`config.mk`:
```
export PLATFORM = sky130hd
export DESIGN_NAME = cfg_chain_loader
export DESIGN_NICKNAME = d
export VERILOG_FILES = /design/src/rtl/cfg_pkg.sv /design/src/rtl/cfg_piso.sv /design/src/rtl/cfg_chain_loader.sv
export SDC_FILE = /design/constraint.sdc
export NUM_CORES = 1
export LEC_CHECK = 0
export ABC_AREA = 0
export BUFFER_PORTS_ARGS = -buffer_cell sky130_fd_sc_hd__buf_2
export CORE_AREA = 2 2 68 70
export CTS_CLUSTER_SIZE = 12
export DETAILED_ROUTE_END_ITERATION = 10
export DIE_AREA = 0 0 70 72
export PLACE_DENSITY = 0.74
export SLEW_MARGIN = 10
export SYNTH_ARGS = -nofsm -noshare
export SYNTH_HDL_FRONTEND = slang
export SYNTH_SLANG_ARGS = --single-unit
```
`constraint.sdc`:
```
create_clock -name clk -period 1.5 [get_ports clk]
set_input_delay 0.225 -clock clk [delete_from_list [all_inputs] [get_ports clk]]
set_output_delay 0.225 -clock clk [all_outputs]
set_load 0.05 [all_outputs]
```
`src/rtl/cfg_pkg.sv`:
```
// Shared types and sizing helpers for the connection-box configuration loader.
package cfg_pkg;

    typedef enum logic [1:0] {
        ST_IDLE  = 2'd0,
        ST_FETCH = 2'd1,
        ST_SHIFT = 2'd2,
        ST_DONE  = 2'd3
    } cfg_state_e;

    // Config bits for one connection box: mux select width per io times ios.
    function automatic int cb_cfg_bits(input int width, input int ios);
        return $clog2(width + 2) * ios;
    endfunction

endpackage

```
`src/rtl/cfg_piso.sv`:
```
// Parallel-in/serial-out slice register: presents one bit per advance, MSB first,
// and flags when the index has reached bit 0.
module cfg_piso #(
    parameter  int W  = 8,
    localparam int IW = (W > 1) ? $clog2(W) : 1
) (
    input  logic         clk,
    input  logic         nrst,
    input  logic         load,
    input  logic         advance,
    input  logic [W-1:0] din,
    output logic         bit_out,
    output logic         last
);

    logic [W-1:0]  data_q, data_d;
    logic [IW-1:0] idx_q, idx_d;
    logic          bit_q, bit_d;
    logic [IW-1:0] idx_next;

    assign idx_next = idx_q - IW'(1);

    // The presented bit is a flop so it holds steady whenever shifting pauses.
    always_comb begin
        data_d = data_q;
        idx_d  = idx_q;
        bit_d  = bit_q;
        if (load) begin
            data_d = din;
            idx_d  = IW'(W - 1);
            bit_d  = din[W-1];
        end else if (advance) begin
            idx_d = idx_next;
            bit_d = data_q[idx_next];
        end
    end

    always_ff @(posedge clk or negedge nrst) begin
        if (!nrst) begin
            data_q <= '0;
            idx_q  <= '0;
            bit_q  <= 1'b0;
        end else begin
            data_q <= data_d;
            idx_q  <= idx_d;
            bit_q  <= bit_d;
        end
    end

    assign bit_out = bit_q;
    assign last    = (idx_q == '0);

endmodule

```
`src/rtl/cfg_chain_loader.sv`:
```
// Host-word to dual config-chain serializer; keeps the fabric in config mode
// until a full chain load completes and accumulates tail readback parity.
module cfg_chain_loader
    import cfg_pkg::*;
#(
    parameter  int CHAIN_LEN = 120,
    parameter  int SLICE_W   = 8,
    localparam int CNT_W     = $clog2(CHAIN_LEN + 1)
) (
    input  logic                 clk,
    input  logic                 nrst,
    input  logic                 start,
    input  logic                 abort,
    input  logic                 word_valid,
    input  logic [2*SLICE_W-1:0] word_data,
    output logic                 word_ready,
    input  logic                 chain_tailA,
    input  logic                 chain_tailB,
    output logic                 cfg_data_A,
    output logic                 cfg_data_B,
    output logic                 cfg_shift,
    output logic                 cfg_en,
    output logic                 busy,
    output logic                 done,
    output logic [CNT_W-1:0]     bit_count,
    output logic                 rb_parityA,
    output logic                 rb_parityB
);

    // Host handshake: a word transfers on a cycle where word_valid and
    // word_ready are both high; word_ready depends only on state.

    cfg_state_e       state_q, state_d;
    logic [CNT_W-1:0] bit_count_q, bit_count_d;
    logic             par_a_q, par_a_d;
    logic             par_b_q, par_b_d;
    logic             busy_q, busy_d;
    logic             done_q, done_d;
    logic             cfg_en_q, cfg_en_d;
    logic             cfg_shift_q, cfg_shift_d;

    logic             slice_load;
    logic             slice_advance;
    logic             last_a, last_b;
    logic             last_bit;

    assign last_bit = (bit_count_q == CNT_W'(CHAIN_LEN - 1));

    // Outputs are computed from the next state so cfg_shift is high exactly
    // during SHIFT cycles; the chain and the parity both sample on that edge.
    always_comb begin
        state_d       = state_q;
        bit_count_d   = bit_count_q;
        par_a_d       = par_a_q;
        par_b_d       = par_b_q;
        busy_d        = busy_q;
        done_d        = 1'b0;
        cfg_en_d      = cfg_en_q;
        cfg_shift_d   = 1'b0;
        slice_load    = 1'b0;
        slice_advance = 1'b0;
        case (state_q)
            ST_IDLE: begin
                if (start && !abort) begin
                    state_d     = ST_FETCH;
                    bit_count_d = '0;
                    par_a_d     = 1'b0;
                    par_b_d     = 1'b0;
                    busy_d      = 1'b1;
                    cfg_en_d    = 1'b1;
                end
            end
            ST_FETCH: begin
                if (abort) begin
                    state_d = ST_IDLE;
                    busy_d  = 1'b0;
                end else if (word_valid) begin
                    slice_load  = 1'b1;
                    state_d     = ST_SHIFT;
                    cfg_shift_d = 1'b1;
                end
            end
            ST_SHIFT: begin
                if (abort) begin
                    state_d = ST_IDLE;
                    busy_d  = 1'b0;
                end else begin
                    bit_count_d = bit_count_q + CNT_W'(1);
                    par_a_d     = par_a_q ^ chain_tailA;
                    par_b_d     = par_b_q ^ chain_tailB;
                    if (last_bit) begin
                        // Remaining low bits of a partial final word are dropped.
                        state_d  = ST_DONE;
                        done_d   = 1'b1;
                        busy_d   = 1'b0;
                        cfg_en_d = 1'b0;
                    end else if (last_a && last_b) begin
                        state_d = ST_FETCH;
                    end else begin
                        slice_advance = 1'b1;
                        cfg_shift_d   = 1'b1;
                    end
                end
            end
            ST_DONE: begin
                state_d = ST_IDLE;
            end
            default: begin
                state_d = ST_IDLE;
            end
        endcase
    end

    always_ff @(posedge clk or negedge nrst) begin
        if (!nrst) begin
            state_q     <= ST_IDLE;
            bit_count_q <= '0;
            par_a_q     <= 1'b0;
            par_b_q     <= 1'b0;
            busy_q      <= 1'b0;
            done_q      <= 1'b0;
            cfg_en_q    <= 1'b1;
            cfg_shift_q <= 1'b0;
        end else begin
            state_q     <= state_d;
            bit_count_q <= bit_count_d;
            par_a_q     <= par_a_d;
            par_b_q     <= par_b_d;
            busy_q      <= busy_d;
            done_q      <= done_d;
            cfg_en_q    <= cfg_en_d;
            cfg_shift_q <= cfg_shift_d;
        end
    end

    cfg_piso #(.W(SLICE_W)) u_piso_a (
        .clk     (clk),
        .nrst    (nrst),
        .load    (slice_load),
        .advance (slice_advance),
        .din     (word_data[SLICE_W-1:0]),
        .bit_out (cfg_data_A),
        .last    (last_a)
    );

    cfg_piso #(.W(SLICE_W)) u_piso_b (
        .clk     (clk),
        .nrst    (nrst),
        .load    (slice_load),
        .advance (slice_advance),
        .din     (word_data[2*SLICE_W-1:SLICE_W]),
        .bit_out (cfg_data_B),
        .last    (last_b)
    );

    assign word_ready = (state_q == ST_FETCH);
    assign cfg_shift  = cfg_shift_q;
    assign cfg_en     = cfg_en_q;
    assign busy       = busy_q;
    assign done       = done_q;
    assign bit_count  = bit_count_q;
    assign rb_parityA = par_a_q;
    assign rb_parityB = par_b_q;

endmodule

```
==> flow_summary.ini <==
[global_routing]
use_met1_pct = 28.8
grt_pass1_wl_um = 8450
busiest_layer = met2
grt_antenna_before_repair = 0
grt_max_degree = 27
grt_overflow = 0
use_met2_pct = 34.5
grtUsageMet3_pct = 4.86
grt_pass1_vias = 1770
groute.usage.overall_pct = 21.6

[route]
drt_iter0_markers = 137
routedWlPerCell_um = 16.4
via_count = 1856
ant_nets = 0
drc = 0
vias_per_cell = 5.47
wirelength_um = 5550
drt_first_pass_iters = 4

[pwr]
finalPower_w = 0.00543
ir_drop_uv = 1040
p_per_area_nw_per_um2 = 1790
cellLeakagePower_nw = 1.43

[critical_path]
worst-r2r-cell-count = 6
cp_max_fo = 4
endpoint_kind = flip-flop
start_kind = flip-flop
crit_required_ns = 1.69
critPathKind = reg -> reg
arrival_ns = 1.89

[floorplanning]
fp.dieArea_um2 = 5040
chipWidth_um = 70
core_um2 = 4260
initial_utilization_pct = 48.5
rows = 24
die_y_um = 72
io_pins = 39

[sta]
maxSlewViolCount = 0
worstMarginPinSlew_ns = 0.584
hold_viol_final = 0
skew_ns = 0.00819
rsz0062_at_grt = yes
final.min_clock_period_ns = 1.70
period_share_pct = 114
setup_viol = 12
layout_setup_ws_ns = -0.203
slew_headroom_pct = 61.1
fmax_mhz = 587

[yosys]
yosysWarnings = 0
syn-num-nets = 243
syn_inst = 210
synth_edf_count = 0
avgSynthCellArea_um2 = 9.85
netlist.area_leader.share_pct = 45.9
synthArstFlopShare_pct = 100
synth_area_um2 = 2070
synth_most_common_cell = nand2_1
netlist-cell-type-count = 43
ys_ff_latch = 39
seq_area_frac_synth_pct = 47.2
synth_largest_area_cell = dfrtp_1
ys.flop_type = dfrtp_1
synth_area_leaders = dfrtp_1, nand2_1, ha_1
yosys-top-cells-count = nand2_1, dfrtp_1, o21ai_0

[hold_path]
min_path_cells = 3
hold_path_class = in -> reg

[place]
hpwl_um = 3490
io_buffers = 38
place.gp.congestion = 0.861
place_area_um2 = 2600

[cells_and_area]
drive_above_1_share_pct = 48.8
layout.nets = 319
area_growth_pct = 46.7
nFillCells = 300
n_antenna_cell = 0
fin_util_pct = 71.2
design_area_um2 = 3040

[clock_network]
clkLatencyLatePin_ns = 0.30
clk_path_buf_depth = 2
cts_root_buf = clkbuf_8
path_clk_slew_ns = 0.08
cts_tree = done
cts.htree.levels = 2
cts.sinks = 39
cts_made_buffers = 5

[status]
violations = setup timing
outcome = finished with violations

[job]
cap_violations = 0
-- worst max-delay path, stage by stage (launching register included) --
cell and delay [ns]:
dfrtp_1 0.41, inv_2 0.08, ha_4 0.28, mux4_2 0.31, mux2_4 0.31, nor3_4 0.11, o31ai_1 0.08
-- timing repair --
item,in CTS,in global routing
gates resized for setup,16,33
endpoints found under the hold margin,23,0
buffers inserted,7,8
pin swaps,6,18
setup endpoints to repair,12,37
hold buffers,1,0
-- report_power, final --
| part | switching, W | total, W | internal, W |
|---|---|---|---|
| Clock | 0.000378 | 0.000916 | 0.000538 |
| Combinational | 0.00146 | 0.00281 | 0.00135 |
| Sequential | 0.000272 | 0.00171 | 0.00143 |
-- logic make-up after synthesis --
family / synth area share, %
muxes: 7.19
and+or+nand+nor: 23.0
AOI/OAI and AO/OA: 9.86
adders and majority gates: 6.05
xor gates and xnor gates: 3.39
buffers and inverters: 3.33
DFF: 47.2
-- per-stage QoR --
| step | worst slack (ns) | hold WS, ns | TNS (ns) | cells |
|---|---|---|---|---|
| 2_1_floorplan | -0.0649 | -0.0706 | -0.488 | 210 |
| 3_3_place_gp | -0.0932 | 0.256 | -0.189 | 316 |
| 3_5_place_dp | -0.195 | 0.263 | -0.409 | 316 |
| 4_1_cts | -0.158 | 0.107 | -0.711 | 332 |
| 5_1_grt | -0.276 | 0.119 | -2.06 | 339 |
| 6_report | -0.203 | 0.113 | -0.768 | 339 |
-- final cells by class --
type                    count  area [um^2]  share of cell area [%]
flip-flops and latches     39          987                    32.5
repair buffers             77          541                    17.8
clock buffers               6         82.6                    2.72
multi-input cells         156         1300                    42.7
inverters                   7         28.8                   0.948
well taps                  52         65.1                    2.14
clock inverters             2         35.0                    1.15
-- cells in the final DEF (no fill, tap or decap), types with 6 or more instances in the layout --
cell type / netlist / layout
dfrtp_2: 0 / 8
buf_4: 1 / 32
nor2_1: 6 / 6
ha_4: 0 / 6
clkbuf_8: 0 / 6
buf_2: 1 / 37
o21ai_0: 11 / 6
xnor2_1: 8 / 8
dfrtp_1: 38 / 30
nand2_1: 56 / 54
-- flip-flops by register name (all words and copies together), names as in the netlist --
signal and count:
bit_count 7, busy 1, cfg_en 1, cfg_shift 1, done 1, rb_parityA 1, rb_parityB 1, state_q 2
u_piso_a.bit_out 1, u_piso_a.data_q 8, u_piso_a.idx_q 3, u_piso_b.bit_out 1, u_piso_b.data_q 8, u_piso_b.idx_q 3
-- per-layer routing --
layer  vias to the layer above  share of wire, %
li1                        880                 -
met1                       910                42
met2                        54                50
met3                        12               4.3
met4                         0               2.8
met5                         -                 0
-- worst paths after layout --
path | from | end | slack (ns)
max in group asynchronous | nrst | u_piso_a.idx_q[0] | 0.48
min in group asynchronous | nrst | bit_count[1] | 0.48
min reg2reg | cfg_en | cfg_en | 0.48
min | word_data[4] | u_piso_a.data_q[4] | 0.11
max reg2reg | u_piso_b.idx_q[0] | u_piso_b.bit_out | -0.20
max | u_piso_b.idx_q[0] | u_piso_b.bit_out | -0.20
Power figures use the tool's default switching activity.
